## src/rtl/lvds_align_ctrl.sv

```systemverilog
// lvds_align_ctrl: per-lane word-alignment sequencer for the 7:1 LVDS rx path.
// Optional LVDS_ALIGN_RETRY_EN: re-run failed sequences up to 3 times.
module lvds_align_ctrl #(
  parameter int         NUM_CH        = 4,
  parameter logic [6:0] TRAIN_PATTERN = 7'b110_0011,
  parameter int         MATCH_CNT     = 4,
  parameter int         SLIP_WAIT     = 6
) (
  input  logic                px_clk,
  input  logic                px_reset_n,
  input  logic                px_ready,
  input  logic [7*NUM_CH-1:0] lane_data,
  output logic [NUM_CH-1:0]   slip,
  output logic [2:0]          cur_lane,
  output logic                align_busy,
  output logic                align_done,
  output logic [NUM_CH-1:0]   lane_ok,
  output logic [NUM_CH-1:0]   lane_fail
`ifdef LVDS_ALIGN_RETRY_EN
  ,
  output logic [1:0]          retry_cnt
`endif
);

  typedef enum logic [2:0] {
    IDLE,
    CHECK,
    SLIP,
    WAIT,
    NEXT,
    DONE
  } state_t;

  state_t              state_q;
  logic [NUM_CH-1:0]   slip_q;
  logic [2:0]          cur_lane_q;
  logic                busy_q;
  logic                done_q;
  logic [NUM_CH-1:0]   ok_q;
  logic [NUM_CH-1:0]   fail_q;
  logic [3:0]          match_cnt_q;
  logic [2:0]          slip_cnt_q;
  logic [3:0]          wait_cnt_q;
`ifdef LVDS_ALIGN_RETRY_EN
  logic [1:0]          retry_q;
`endif

  logic [6:0]          cur_word_d;
  logic                match_d;
  logic                last_d;
  logic [NUM_CH-1:0]   mask_d;

  // Select the gearbox word of the lane under alignment.
  always_comb begin
    cur_word_d = '0;
    for (int k = 0; k < NUM_CH; k++) begin
      if (cur_lane_q == 3'(k)) cur_word_d = lane_data[7*k +: 7];
    end
  end

  assign match_d = (cur_word_d == TRAIN_PATTERN);
  assign last_d  = (cur_lane_q == 3'(NUM_CH-1));
  assign mask_d  = NUM_CH'(1) << cur_lane_q;

  // Alignment sequencer; every output comes straight from a register.
  always_ff @(posedge px_clk or negedge px_reset_n) begin
    if (!px_reset_n) begin
      state_q     <= IDLE;
      slip_q      <= '0;
      cur_lane_q  <= '0;
      busy_q      <= 1'b0;
      done_q      <= 1'b0;
      ok_q        <= '0;
      fail_q      <= '0;
      match_cnt_q <= '0;
      slip_cnt_q  <= '0;
      wait_cnt_q  <= '0;
`ifdef LVDS_ALIGN_RETRY_EN
      retry_q     <= '0;
`endif
    end else if (state_q != IDLE && !px_ready) begin
      state_q <= IDLE;
      slip_q  <= '0;
      busy_q  <= 1'b0;
      done_q  <= 1'b0;
      ok_q    <= '0;
      fail_q  <= '0;
`ifdef LVDS_ALIGN_RETRY_EN
      retry_q <= '0;
`endif
    end else begin
      unique case (state_q)
        IDLE: begin
          if (px_ready) begin
            ok_q        <= '0;
            fail_q      <= '0;
            cur_lane_q  <= '0;
            slip_cnt_q  <= '0;
            match_cnt_q <= '0;
            busy_q      <= 1'b1;
            state_q     <= CHECK;
          end
        end
        CHECK: begin
          if (match_d) begin
            match_cnt_q <= match_cnt_q + 4'd1;
            if (match_cnt_q == 4'(MATCH_CNT-1)) begin
              ok_q    <= ok_q | mask_d;
              state_q <= NEXT;
            end
          end else begin
            match_cnt_q <= '0;
            if (slip_cnt_q == 3'd6) begin
              fail_q  <= fail_q | mask_d;
              state_q <= NEXT;
            end else begin
              slip_q  <= mask_d;
              state_q <= SLIP;
            end
          end
        end
        SLIP: begin
          slip_q     <= '0;
          slip_cnt_q <= slip_cnt_q + 3'd1;
          wait_cnt_q <= 4'(SLIP_WAIT-1);
          state_q    <= WAIT;
        end
        WAIT: begin
          if (wait_cnt_q == '0) state_q <= CHECK;
          else wait_cnt_q <= wait_cnt_q - 4'd1;
        end
        NEXT: begin
          if (last_d) begin
`ifdef LVDS_ALIGN_RETRY_EN
            if (|fail_q && retry_q != 2'd3) begin
              retry_q     <= retry_q + 2'd1;
              ok_q        <= '0;
              fail_q      <= '0;
              cur_lane_q  <= '0;
              slip_cnt_q  <= '0;
              match_cnt_q <= '0;
              state_q     <= CHECK;
            end else begin
              busy_q  <= 1'b0;
              done_q  <= 1'b1;
              state_q <= DONE;
            end
`else
            busy_q  <= 1'b0;
            done_q  <= 1'b1;
            state_q <= DONE;
`endif
          end else begin
            cur_lane_q  <= cur_lane_q + 3'd1;
            slip_cnt_q  <= '0;
            match_cnt_q <= '0;
            state_q     <= CHECK;
          end
        end
        DONE: begin
        end
        default: state_q <= IDLE;
      endcase
    end
  end

  assign slip       = slip_q;
  assign cur_lane   = cur_lane_q;
  assign align_busy = busy_q;
  assign align_done = done_q;
  assign lane_ok    = ok_q;
  assign lane_fail  = fail_q;
`ifdef LVDS_ALIGN_RETRY_EN
  assign retry_cnt  = retry_q;
`endif

endmodule
```

## config.mk

```make
export PLATFORM = sky130hd
export DESIGN_NAME = lvds_align_ctrl
export DESIGN_NICKNAME = d
export VERILOG_FILES = /design/src/rtl/lvds_align_ctrl.sv
export SDC_FILE = /design/constraint.sdc
export NUM_CORES = 1
export LEC_CHECK = 0
export ABC_AREA = 1
export CORE_UTILIZATION = 52
export DETAILED_ROUTE_END_ITERATION = 6
export GPL_ROUTABILITY_DRIVEN = 0
export PLACE_DENSITY = 0.95
export SLEW_MARGIN = 20
export SYNTH_ARGS = -nofsm -noshare
export SYNTH_HDL_FRONTEND = slang
export SYNTH_SLANG_ARGS = --single-unit
```

## constraint.sdc

```tcl
create_clock -name px_clk -period 5.6 [get_ports px_clk]
set_clock_uncertainty 0.1 [all_clocks]
set_input_delay 1.68 -clock px_clk [delete_from_list [all_inputs] [get_ports px_clk]]
set_output_delay 1.68 -clock px_clk [all_outputs]
set_load 0.02 [all_outputs]
```

* After elaboration in Yosys (flattened, before gate mapping)
Index checks and enable logic that the tools add are counted.
Widths: inputs -> output; s select.
** Storage, ports and cells
- Register bits after elaboration :: 31
- Input bits :: 31
- Output and inout bits :: 17
- Word-level logic and storage cells :: 109
** Operators by class
- Add/sub/neg operators :: 4
- Equality and inequality tests :: 24
- Shifts and indexed selects :: 1
- Multiplexer cells :: 42
- Bitwise operators :: 3
- Reductions and logical operators :: 25
** Operators with widths (count)
- $mux 4 :: 13
- $pmux 4 s2 :: 4
- $mux 3 :: 10
- $mux 7 :: 4
- $ne 3x3->1 const B :: 8
- $reduce_and 4->1 :: 6
- $pmux 3 s6 :: 1
- $reduce_bool 3->1 :: 6
- $eq 3x2->1 const B :: 4
- $pmux 4 s3 :: 1
- $eq 3x3->1 const B :: 3
- $pmux 3 s3 :: 1
- $reduce_and 3->1 :: 3
- $ne 2x2->1 const B :: 4
- $or 4x4->4 :: 2
- $reduce_bool 2->1 :: 4
- $eq 7x7->1 const B :: 1
- $add 3x1->3 const B :: 2
- $eq 3x1->1 const B :: 2
- $logic_not 3->1 :: 2
- $mux 1 :: 6
- $pmux 3 s2 :: 1
- $add 4x1->4 const B :: 1
- $eq 4x2->1 const B :: 1
- other kinds (9) :: 9

* Depth between registers and ports, before layout
- Depth after elaboration :: 9
- Depth in mapped cells :: 14
- Gate-level depth less buffers :: 14

* Worst setup path after synthesis
No wires, ideal clock.
- Kind :: input to register
- Start point :: input lane_data[3]
- End point :: register slip_q[0] (netlist: slip[0])
- Library setup time :: 140 ps
- Arrival :: 2515 ps
- Data required time :: 5360 ps
- Path slack :: 2845 ps
- Stages :: 12
- Buffers on the path :: 0
- Path through :: inv_1 > nand2_1 > nor2_1 > nand2_1 > nand2_1 > nand2_1 > nand2_1 > nand2_1 > nand2_1 > nand2_1 > o31ai_2 > o21ai_0
** On the way
- Word-level cells in the longest chain between the ends :: 7
** RTL lines
- from (decl) :: RTL line 12 : input logic [7*NUM_CH-1:0] lane_data,
- $mux 7 (4 in series) :: RTL line 57 : if (cur_lane_q == 3'(k)) cur_word_d = lane_data[7*k +: 7];
- $eq 7x7->1 :: RTL line 61 : assign match_d = (cur_word_d == TRAIN_PATTERN);
- $ne 3x3->1 (no source line)
- $reduce_and 3->1 (no source line)
- to (signal assigned) :: RTL line 117 : slip_q <= mask_d;
- to (decl) :: RTL line 35 : logic [NUM_CH-1:0] slip_q;
No other way between the ends.
A chain may end at the register's enable or synchronous reset.

* Worst setup path in the final report
- Start point :: input px_ready
- End point :: register fail_q[2] (netlist: lane_fail[2])
** On the way
- Word-level cells in the longest chain between the ends :: 4
- Elaborated cells on any way between the ends :: 8
- Classes of those cells :: eq/ne (3); mux (1); reduce/logical (4)
** RTL lines
- from (decl) :: RTL line 11 : input logic px_ready,
- $logic_not 1->1 :: RTL line 81 : end else if (state_q != IDLE && !px_ready) begin
- $logic_and 1x1->1 :: RTL line 81
- $ne 3x3->1 (no source line) / $reduce_bool 3->1 (equally long branches)
- $reduce_and 4->1 (no source line)
- to (signal assigned) :: RTL line 114 : fail_q <= fail_q | mask_d;
- to (decl) :: RTL line 40 : logic [NUM_CH-1:0] fail_q;
Several ways; a longest one is shown, not always the timed one.

==> impl_metrics.toml <==
[final_layout]
syn2layout_area_growth_pct = 33.0
antenna_cells = 0
drive_gt1_share_pct = 8.62
finalNetCount = 329
stdcell_count = 336

[logic_synthesis]
syn_inst = 236
netlist_area_um2 = 1860
ys_types = 30
mappedNetlistNets = 276
ys_warn_count = 0
syn_avg_cell_area_um2 = 7.86
ys_seq_area_share_pct = 41.8
ys_ff_latch = 31

[drt]
dr.first_iter.drc_count = 82
wl_per_cell_um = 12.9
antenna_left = 0
via_per_inst = 5.32
drt_drc_violations_left = 0
first_pass_iters = 6
drt-total-wl_mm = 4.33
vias = 1788

[critical_path]
crit_cells = 7
worstSetupPathType = "in2reg"
r2r_cells = 10
slowest_delay_ns = 0.54
endpoint_kind = "register"
crit_family = "simple AND/OR/NAND/NOR gates"
critPathBufInv = 2
critPathLaunchType = "input pin"
arrival_ns = 3.41
critPathRequiredTime_ns = 5.73
cp_max_fo = 12
crit_slowest_cell = "clkdlybuf4s50_1"
critPathMostFrequentCell = "nand2_1"
path_cells = "clkdlybuf4s50_1, nor2_2, inv_1, nand2_1, nand3_2, nand2_1, o21ai_1"

[clocking]
post-cts-setup-buffers = 0
clk_latency_ns = 0.34
holdBufCountCts = 0
clockBufferDepth = 2
ctsResizeCount = 0
cts_tree = "built"
cts-root-buf = "clkbuf_4"
cts_num_sinks = 31
path_clk_slew_ns = 0.10
numCtsBuffers = 5
htree_levels = 2

[timing]
fin_crit_sh_pct = 58.5
setup_tns_ns = 0
worstMarginPinSlew_ns = 0.476
finalSetupViolations = 0
finalHoldViolCount = 0
relSlewSlack_pct = 68.1
slew_viol_final = 0
max_freq_mhz = 305
min_period_ns = 3.28
rsz0062_at_grt = "false"

[global_route]
grt_max_degree = 32
overflow = 0
grt_pass1_wl_mm = 6.73
grt_pass1_vias = 1612
antenna_found_initial = 0
grt.total_usage_pct = 24.7

[die]
die_w_um = 61.7
dieHeight_um = 61.7
die-area_um2 = 3810
num_io_pins = 48
core_region_area_um2 = 3390
initial_core_util_pct = 54.7
rows = 21

[worst_hold_path]
holdCritPathClass = "reg2reg"
whs_path_depth = 1

[power]
ir_drop_uv = 311
powerDensity_nw_per_um2 = 393
p_leak_nw = 1.16

[place]
place_hpwl_mm = 3.32
port_buffers = 47
dpl.cell_count = 328

[run]
cap_viol_max_count = 0

[outcome]
outcome = "complete, no violations"
## layout by cell type, fill, tap and decap left out, drive strengths merged, types with 4 or more instances in the layout
cell	netlist	layout
ha	9	9
o31ai	4	4
a21oi	10	10
a21boi	5	5
nand2	53	53
nand3	15	15
clkbuf	0	6
nor2	27	27
o211ai	5	5
inv	38	38
nand4	6	6
dfrtp	31	31
clkdlybuf4s50	0	47
o21ai	19	19
## where the power goes
part	total [W]	internal, W	switching, W
Sequential	0.000313	0.000276	0.0000368
Combinational	0.000470	0.000174	0.000295
Clock	0.000187	0.000105	0.0000817
Total	0.000970	0.000556	0.000414
## final timing paths
kind                                                 from                          to  slack (ns)
max in group asynchronous                      px_reset_n      state_q[0]$_DFFE_PN0P_        3.49
worst min-delay path            wait_cnt_q[2]$_DFFE_PN0P_   wait_cnt_q[2]$_DFFE_PN0P_        0.39
worst max register to register    cur_lane[2]$_DFFE_PN0P_  match_cnt_q[3]$_DFFE_PN0P_        3.28
min in group asynchronous                      px_reset_n         slip[2]$_DFFE_PN0P_        1.62
worst min register to register  wait_cnt_q[2]$_DFFE_PN0P_   wait_cnt_q[2]$_DFFE_PN0P_        0.39
worst max-delay path                             px_ready    lane_fail[2]$_DFFE_PN0P_        2.32
## area by class of cell
type / instances / area [um2]
fillers: 237 / 922
flip-flops and latches: 31 / 776
repair buffers: 48 / 478
multi-input cells: 165 / 927
well taps: 46 / 57.6
inverters: 38 / 143
clock inverters: 2 / 35.0
clock buffers: 6 / 51.3
## kinds of logic after synthesis
logic type	share of synthesized area (%)
simple gates	27.8
compound gates	14.7
buf+inv	8.23
flops	41.8
fa+ha+maj	6.07
xor+xnor	1.42
## Yosys cell counts (all sizes together)
| master | count | area (um2) |
|---|---|---|
| nand2 | 53 | 206 |
| inv | 38 | 143 |
| dfrtp | 31 | 776 |
| nor2 | 27 | 141 |
| o21ai | 19 | 95.1 |
| nand3 | 15 | 80.1 |
| a21oi | 10 | 53.8 |
| ha | 9 | 113 |
| nand4 | 6 | 37.5 |
| a21boi | 5 | 37.5 |
| o211ai | 5 | 37.5 |
| o31ai | 4 | 35.0 |
| nand3b | 3 | 22.5 |
| xor2 | 3 | 26.3 |
| buf | 2 | 10.0 |
| a31oi | 1 | 6.26 |
| and3 | 1 | 6.26 |
| nor3 | 1 | 5.00 |
| nor3b | 1 | 7.51 |
| o21bai | 1 | 7.51 |
| or2 | 1 | 8.76 |
## registers in the layout, summed over array words and instances, names as in the netlist
register	flops
lane_fail	4
lane_ok	4
match_cnt_q	4
slip	4
wait_cnt_q	4
cur_lane	3
slip_cnt_q	3
state_q	3
align_busy	1
align_done	1
## routing by layer
metal | wire [um] | track usage [%] | vias up | share of wire [%]
met5 | 0 | 0 | - | 0
met4 | 80 | 12.7 | 0 | 1.8
met3 | 468 | 6.00 | 11 | 11
met2 | 2020 | 40.7 | 89 | 47
met1 | 1760 | 30.1 | 807 | 41
li1 | - | - | 881 | -
## worst reg2reg max path, cell delays in order (launching register included)
cell	delay, ns
dfrtp_1	0.45
inv_1	0.12
ha_1	0.35
inv_1	0.14
nor2_1	0.30
nor2_1	0.15
nand2_2	0.15
nand2_2	0.10
nand4_1	0.09
xor2_1	0.19
nor2_1	0.07
## metrics by stage
stage               hold WS [ns]  total power [W]  setup WS, ns  area [um2]  utilization, %
floorplan                  0.351         0.000636          2.85        1860               -
global placement           0.371         0.000763          2.15        2380            70.2
detailed placement         0.376         0.000780          2.04        2380            70.2
CTS                        0.397         0.000966          2.38        2470            72.8
global route               0.423          0.00105          2.18        2470            72.8
finish                     0.393         0.000970          2.32        2470            72.8
No activity file was read; power rests on OpenSTA's default activity.
